### src/rtl/regfile_pkg.sv
// -----------------------------------------------------------------------------
// regfile_pkg
// Shared constants and types for the integer register file and its load
// scoreboard.
//   REG_NUM  : number of architectural registers
//   REG_AW   : register address width
//   ZERO_REG : hard-wired zero register index
// -----------------------------------------------------------------------------
package regfile_pkg;

  localparam int REG_NUM = 32;
  localparam int REG_AW  = 5;
  localparam int XLEN    = 32;

  typedef logic [REG_AW-1:0] reg_addr_t;
  typedef logic [XLEN-1:0]   word_t;

  localparam reg_addr_t ZERO_REG = reg_addr_t'(0);

  // True for any register that holds state (everything except r0).
  function automatic logic is_live(input reg_addr_t addr);
    return addr != ZERO_REG;
  endfunction

endpackage

### src/rtl/rf_scoreboard.sv
// -----------------------------------------------------------------------------
// rf_scoreboard
// Tracks registers that are the destination of an issued, not yet written
// back, load. One pending bit per register; bit 0 is tied low.
// Ports:
//   clk, rst          : clock, asynchronous active-low reset
//   set_i/set_addr_i  : mark a register pending (load issued)
//   clr_i/clr_addr_i  : clear a register's pending mark (writeback)
//   flush_i           : clear every pending mark
//   raddrN_i/busyN_o  : lookup ports; busy masked by same-cycle writeback
//                       when BYPASS=1, forced low during reset
//   pending_o         : full pending vector, for observation
// -----------------------------------------------------------------------------
module rf_scoreboard
  import regfile_pkg::*;
#(
  parameter bit BYPASS = 1'b1
) (
  input  logic               clk,
  input  logic               rst,
  input  logic               set_i,
  input  reg_addr_t          set_addr_i,
  input  logic               clr_i,
  input  reg_addr_t          clr_addr_i,
  input  logic               flush_i,
  input  reg_addr_t          raddr1_i,
  input  reg_addr_t          raddr2_i,
  output logic               busy1_o,
  output logic               busy2_o,
  output logic [REG_NUM-1:0] pending_o
);

  logic [REG_NUM-1:0] pending_q;
  logic [REG_NUM-1:0] pending_d;
  logic               fwd1;
  logic               fwd2;

  // Clear is applied before set so that a load issued in the same cycle as
  // an older writeback to that register stays outstanding. Flush overrides.
  always_comb begin
    pending_d = pending_q;
    if (clr_i && is_live(clr_addr_i)) pending_d[clr_addr_i] = 1'b0;
    if (set_i && is_live(set_addr_i)) pending_d[set_addr_i] = 1'b1;
    if (flush_i)                      pending_d = '0;
    pending_d[ZERO_REG] = 1'b0;
  end

  always_ff @(posedge clk or negedge rst) begin
    if (!rst) pending_q <= '0;
    else      pending_q <= pending_d;
  end

  // A writeback landing this cycle is already forwarded on the data path,
  // so the reader need not stall on it.
  assign fwd1 = BYPASS && clr_i && (clr_addr_i == raddr1_i);
  assign fwd2 = BYPASS && clr_i && (clr_addr_i == raddr2_i);

  assign busy1_o   = rst && pending_q[raddr1_i] && !fwd1;
  assign busy2_o   = rst && pending_q[raddr2_i] && !fwd2;
  assign pending_o = pending_q;

endmodule

### src/rtl/regfile.sv
// -----------------------------------------------------------------------------
// regfile
// 32 x 32-bit register file, two combinational read ports, one write port,
// optional write-to-read forwarding, plus a load scoreboard.
// Ports:
//   clk, rst                : clock, asynchronous active-low reset
//   rf_wen_i/rf_waddr_i/
//   rf_wdata_i              : writeback port (only waddr[4:0] decoded)
//   rf_raddrN_i/rf_rdataN_o : read ports 1 and 2
//   sb_set_i/sb_setaddr_i   : mark a load destination pending
//   sb_flush_i              : clear all pending marks
//   rf_busyN_o              : read register has an outstanding load
// There is no valid/ready handshake: every input is sampled on each rising
// edge, and outputs are pure combinational functions of state and inputs.
// -----------------------------------------------------------------------------
module regfile
  import regfile_pkg::*;
#(
  parameter bit BYPASS = 1'b1
) (
  input  logic        clk,
  input  logic        rst,
  input  logic        rf_wen_i,
  input  logic [31:0] rf_waddr_i,
  input  logic [31:0] rf_wdata_i,
  input  logic [4:0]  rf_raddr1_i,
  input  logic [4:0]  rf_raddr2_i,
  output logic [31:0] rf_rdata1_o,
  output logic [31:0] rf_rdata2_o,
  input  logic        sb_set_i,
  input  logic [4:0]  sb_setaddr_i,
  input  logic        sb_flush_i,
  output logic        rf_busy1_o,
  output logic        rf_busy2_o
);

  word_t              regs_q [REG_NUM];
  reg_addr_t          waddr;
  logic               we_live;
  logic [REG_NUM-1:0] unused_pending;
  logic               unused_waddr_hi;

  // Upper address bits are deliberately ignored: 0x20 aliases r0.
  assign waddr           = rf_waddr_i[REG_AW-1:0];
  assign unused_waddr_hi = ^rf_waddr_i[31:REG_AW];
  assign we_live         = rf_wen_i && is_live(waddr);

  // r0 is reset and never written, so it always reads zero.
  always_ff @(posedge clk or negedge rst) begin
    if (!rst) begin
      for (int i = 0; i < REG_NUM; i++) regs_q[i] <= '0;
    end else if (we_live) begin
      regs_q[waddr] <= rf_wdata_i;
    end
  end

  // Reads are gated by reset so forwarded write data cannot leak out while
  // the array is being held clear.
  always_comb begin
    rf_rdata1_o = '0;
    if (rst && is_live(rf_raddr1_i)) begin
      if (BYPASS && we_live && (waddr == rf_raddr1_i)) rf_rdata1_o = rf_wdata_i;
      else                                             rf_rdata1_o = regs_q[rf_raddr1_i];
    end
  end

  always_comb begin
    rf_rdata2_o = '0;
    if (rst && is_live(rf_raddr2_i)) begin
      if (BYPASS && we_live && (waddr == rf_raddr2_i)) rf_rdata2_o = rf_wdata_i;
      else                                             rf_rdata2_o = regs_q[rf_raddr2_i];
    end
  end

  rf_scoreboard #(
    .BYPASS (BYPASS)
  ) u_sb (
    .clk        (clk),
    .rst        (rst),
    .set_i      (sb_set_i),
    .set_addr_i (sb_setaddr_i),
    .clr_i      (rf_wen_i),
    .clr_addr_i (waddr),
    .flush_i    (sb_flush_i),
    .raddr1_i   (rf_raddr1_i),
    .raddr2_i   (rf_raddr2_i),
    .busy1_o    (rf_busy1_o),
    .busy2_o    (rf_busy2_o),
    .pending_o  (unused_pending)
  );

endmodule

### config.mk
export PLATFORM = sky130hd
export DESIGN_NAME = regfile
export DESIGN_NICKNAME = d
export VERILOG_FILES = /design/src/rtl/regfile_pkg.sv /design/src/rtl/rf_scoreboard.sv /design/src/rtl/regfile.sv
export SDC_FILE = /design/constraint.sdc
export NUM_CORES = 2
export LEC_CHECK = 0
export CAP_MARGIN = 20
export CELL_PAD_IN_SITES_DETAIL_PLACEMENT = 0
export CELL_PAD_IN_SITES_GLOBAL_PLACEMENT = 1
export CORE_ASPECT_RATIO = 0.6
export CORE_MARGIN = 2
export CORE_UTILIZATION = 57
export CTS_CLUSTER_DIAMETER = 40
export DETAILED_ROUTE_END_ITERATION = 8
export PLACE_DENSITY = 0.95
export SLEW_MARGIN = 30
export SYNTH_ARGS = -nofsm -noshare
export SYNTH_HDL_FRONTEND = slang
export SYNTH_SLANG_ARGS = --single-unit
### constraint.sdc
create_clock -name clk -period 3.9 [get_ports clk]
set_input_delay 0.78 -clock clk [delete_from_list [all_inputs] [get_ports clk]]
set_output_delay 0.78 -clock clk [all_outputs]
set_load 0.05 [all_outputs]
# ---- Word-level counts from Yosys, hierarchy flattened
# Index checks and enable logic that the tools add are counted.
dict set report word_totals {
  ff_bits 1055
  inputBits 84
  output_inout_bits 66
}
dict set report op_classes {
  n_lt_le_gt_ge 10
  n_eq_ne 2
  n_mux 24
  n_bitwise 6
  reduce_logical 21
}
# op count
set ops {}
lappend ops {{$bwmux 1024} 1}
lappend ops {{$mux 32} 12}
lappend ops {{$bmux 32 s5} 2}
lappend ops {{$demux 32 s5} 1}
lappend ops {{$and 32x32->32} 1}
lappend ops {{$not 32->32} 1}
lappend ops {{$or 32x32->32} 1}
lappend ops {{$lt 5x6->1 const B} 4}
lappend ops {{$reduce_bool 5->1} 4}
lappend ops {{$ge 6x6->1 const B} 3}
lappend ops {{$not 5->6} 3}
lappend ops {{$logic_and 1x1->1} 15}
lappend ops {{$bmux 1 s5} 2}
lappend ops {{$demux 1 s5} 2}
lappend ops {{$eq 5x5->1} 2}
lappend ops {{$ge 5x1->1 const B} 2}
lappend ops {{$lt 6x1->1 const B} 1}
lappend ops {{$mux 1} 4}
lappend ops {{$logic_not 1->1} 2}

# ---- Depth between registers and ports, before layout
dict set report depth {
  depth_word 10
  mapped_depth 9
  ltp_nobuf 5
}

# ---- Modules after synthesis
# From an unflattened synthesis, not the netlist that was laid out.
dict set report unflattened {
  hier_cells 4110
  hier_area_um2 57450.1
}
# module n_inst cells_each area_per_inst_um2 seq_area_each_um2
set modules_own_cells {}
lappend modules_own_cells {regfile 1 3862 55245.5 25624.6}
lappend modules_own_cells {rf_scoreboard 1 248 2204.6 775.7}

# ---- Least setup slack after synthesis
# No wires, ideal clock.
dict set report synth_path {
  path_kind {input -> output}
  start {input rf_raddr2_i[0]}
  end {output rf_busy2_o}
  t_arrival_ns 3.212
  path_slack_ns -0.092
  path_stages 8
  n_path_buf 4
  cell_sequence {buf_4 -> buf_8 -> buf_12 -> buf_6 -> mux2i_1 -> a221oi_1 -> o21bai_1 -> a311oi_1}
}
dict set report synth_via {
  elab_chain_cells 4
}
# element line
set synth_rtl {}
lappend synth_rtl {{start: declaration} regfile.sv:27} ;# input logic [4:0] rf_raddr2_i,
lappend synth_rtl {{$bmux 1 s5 or $eq 5x5->1 (tied branches)} {rf_scoreboard.sv:59, rf_scoreboard.sv:56}}
lappend synth_rtl {{$mux 1 (not written as such) or $logic_and 1x1->1 (tied branches)} {rf_scoreboard.sv:59, rf_scoreboard.sv:56}}
lappend synth_rtl {{$logic_and 1x1->1 or $logic_not 1->1 (tied branches)} rf_scoreboard.sv:59} ;# assign busy2_o = rst && pending_q[raddr2_i] && !fwd2;
lappend synth_rtl {{$logic_and 1x1->1 (*)} rf_scoreboard.sv:59}
lappend synth_rtl {{end: declaration} regfile.sv:34} ;# output logic rf_busy2_o
# Every way passes the cells marked *; elsewhere a longest branch is shown, timed or not. The select of a mux whose other input is x is not followed.

# ---- Worst setup path after layout
dict set report layout_path {
  start {input rf_raddr1_i[0]}
  end {output rf_rdata1_o[29]}
}
dict set report layout_via {
  elab_chain_cells 6
}
# element line
set layout_rtl {}
lappend layout_rtl {{start: declaration} regfile.sv:26} ;# input logic [4:0] rf_raddr1_i,
lappend layout_rtl {{$not 5->6 (not written as such)} regfile.sv:63} ;# else rf_rdata1_o = regs_q[rf_raddr1_i];
lappend layout_rtl {{$bmux 32 s5} regfile.sv:63}
lappend layout_rtl {{$mux 32 (not written as such) (2 in series)} regfile.sv:63}
lappend layout_rtl {{$mux 32} regfile.sv:62} ;# if (BYPASS && we_live && (waddr == rf_raddr1_i)) rf_rdata1_o = rf_wdata_i;
lappend layout_rtl {{$mux 32 (*)} regfile.sv:61} ;# if (rst && is_live(rf_raddr1_i)) begin
lappend layout_rtl {{end: declaration} regfile.sv:28} ;# output logic [31:0] rf_rdata1_o,
# Marks and branches as above.

==> impl_metrics.tcl <==
set metrics [dict create \
    place_area_mm2 0.0620 \
    crit_arrival_ps 3080 \
    ir_drop_mv 0.430 \
    async_reset_ff_share_pct 100 \
    crit_type "input pin to output pin" \
    fin_ws_ps 41.3 \
    ys_ff_latch 1055 \
    synth_edf_count 0 \
    whs_ps 249 \
    synth_compound_area_share_pct 8.09 \
    syn_inst 4082 \
    dp_slack_ps -104 \
    grt_use_total_pct 34.8 \
    setup_viol 0 \
    path_delay_family "multiplexers" \
    crit_path_max_fanout 32 \
    grt_pass1_wl_um 268000 \
    portBuffers 122 \
    clockRootBuffer "clkbuf_16" \
    clkTransAtPathRegs_ps 60 \
    syn_nets 4166 \
    worst-path-buf-inv 3 \
    netlist_area_mm2 0.0574 \
    p_seq_share_pct 43.7 \
    wl_um 180000 \
    use_met3_pct 11.1 \
    clockBufferDepth 3 \
    hold_viol_final 0 \
    yosysWarnings 0 \
    tritoncts "done" \
    drc 0 \
    synth_xor_area_share_pct 0.153 \
    dp_hpwl_um 107000 \
    fmax_mhz 259 \
    synthFlopType "dfrtp_1" \
    postCtsHoldBufs 0 \
    end_kind "output pin" \
    min_period_ps 3860 \
    avgRoutedWirePerCell_um 32.3 \
    area_growth_pct 15.7 \
    finalCritPeriodShare_pct 98.9 \
    syn_avg_cell_area_um2 14.1 \
    clock_latency_ps 730 \
    layout.nets 4216 \
    leakage_nw 29.2 \
    dr.pass1.iters 6 \
    final_util_pct 66.3 \
    slowest_stage "mux4_2" \
    grtUsageMet1_pct 48.6 \
    pwr_density_cell_mw_per_mm2 503 \
    worstSetupStartpointType "input pin" \
    drt-vias-per-instance 7.27 \
    maxCapViolations 0 \
    grt_max_degree 166 \
    top_usage_layer "met2" \
    clock_power_share_pct 35.3 \
    drtIter0Drc 5583 \
    placed_cells 5343 \
    grt_pass1_vias 41100 \
    p_int_mw 23.9 \
    fin_worst_skew_ps 0 \
    outcome "finished, final reports clean" \
    hold_class "input pin to asynchronous set/reset pin" \
    coreArea_mm2 0.100 \
    cp_common_cell "buf_12" \
    synth_cell_types 48 \
    cp.required_ps 3120 \
    antenna_found_initial 2 \
    crit_chain "buf_12, buf_4, mux4_2, mux2i_1, o21ai_0, a221o_1, buf_12" \
    num_rows 90 \
    synth.area.mux_share_pct 40.5 \
    ant_nets 0 \
    synth_top_family_by_area "multiplexers" \
    io-pin-count 150 \
    yosys.area_share.adder_pct 0 \
    htreeDepth 3 \
    p_switching_mw 9.55 \
    worstMarginPinSlew_ps 944 \
    die_w_um 414 \
    ys_seq_area_share_pct 46.0 \
    layout.cells.non_filler 5565 \
    gp_congestion 0.865 \
    grt-ovfl-total 0 \
    sw_frac_of_total_pct 28.6 \
    share_comb_of_total_power_pct 21.1 \
    dieArea_mm2 0.103 \
    initial_core_util_pct 57.3 \
    slew_headroom_pct 37.1 \
    yosys.area_share.simple_pct 1.16 \
    clock-sinks 1055 \
    max_stage_delay_ps 520 \
    final_max_slew_viol_count 0 \
    cts_made_buffers 112 \
    met2_usage_pct 50.2 \
    drive_above_1_share_pct 45.9 \
    final_area_mm2 0.0664 \
    vias 40400 \
    die_h_um 250 \
]
## Yosys cell counts (all sizes together) (41+ instances only)
library cell / number / share of area, %
a21oi: 78 / 0.68
buf: 239 / 2.5
dfrtp: 1055 / 46
a221o: 64 / 1.1
o21ai: 137 / 1.2
mux4: 334 / 13
a22oi: 85 / 1.1
o21bai: 66 / 0.86
a221oi: 194 / 3.0
mux2: 994 / 19
mux2i: 455 / 7.9
nand2: 41 / 0.27
clkbuf: 234 / 1.5
## worst paths after layout
path                           startpoint  depth (start not counted)  slack, ps            endpoint
hold reg to reg               regs_q[993]                          0        400         regs_q[993]
setup reg to reg              regs_q[484]                          1       3030         regs_q[484]
max in group asynchronous             rst                          4       2020          regs_q[74]
hold / removal                        rst                          2        250  u_sb.pending_o[27]
setup / recovery           rf_raddr1_i[0]                          7         40     rf_rdata1_o[29]
min in group clk              regs_q[993]                          0        400         regs_q[993]
## cells in the final DEF (no fill, tap or decap), drive strengths merged, types with 3 or more instances in the layout
cell	n
xnor2	10
nor2	35
nor3	4
bufbuf	3
a221oi	194
and2	8
nor3b	7
mux4	334
dfrtp	1055
and3	5
clkbuf	153
a22oi	85
nand2	41
a221o	64
bufinv	16
nand2b	3
clkinvlp	10
mux2i	455
clkdlybuf4s50	41
dlygate4sd2	4
and3b	5
inv	16
o21ai	137
o21bai	66
a21oi	78
nor2b	6
clkinv	20
buf	360
mux2	994
## power by group through the flow
stage | logic [mW] | registers (mW) | clock network, mW
2_1_floorplan | 5.00 | 14.1 | 0
3_3_place_gp | 6.63 | 14.4 | 0
3_5_place_dp | 6.88 | 14.6 | 0
4_1_cts | 6.97 | 14.5 | 11.8
5_1_grt | 7.46 | 14.8 | 12.3
6_report | 7.04 | 14.6 | 11.8
## sequential cells by signal, summed over array words and instances (netlist names)
name,cells
regs_q,1024
u_sb.pending_o,31
## area by class of cell
cell class,count,area [um^2]
Fill cell,6732,33800
Multi-Input combinational cell,2550,28900
Sequential cell,1055,26400
Timing Repair Buffer,409,5320
Clock buffer,153,3250
Tap cell,1334,1670
Clock inverter,58,828
Inverter,4,17.5
Antenna cell,2,5.00
## cell families (layout without fill, tap and decap cells)
kind of cell / after synthesis / count (layout)
and+or+nand+nor: 126 / 126
muxes: 1783 / 1783
other: 0 / 2
DFF: 1055 / 1055
buffers and inverters: 477 / 624
AOI/OAI and AO/OA: 631 / 631
xor gates and xnor gates: 10 / 10
## what timing repair did
item                       4_1_cts  5_1_grt
pin swaps                        6        5
gates resized for setup         12        8
buffers inserted                 5        0
cloned                           3        0
hold endpoints to repair         0        0
setup endpoints to repair       60       42
## stage by stage
stage,TNS (ps),power (mW)
floorplan,0,19.1
global placement,-541,21.1
detailed placement,-2290,21.5
CTS,0,33.3
global route,-25.6,34.6
finish,0,33.4
## layer usage
metal  share of wire (%)  wire, um  vias up
li1                    -         -    16000
met1                  39     69800    21100
met3                  13     22500      563
met5               0.018        33        -
met4                 4.5      8060        4
met2                  44     79300     2736
No activity file was read; power rests on OpenSTA's default activity.
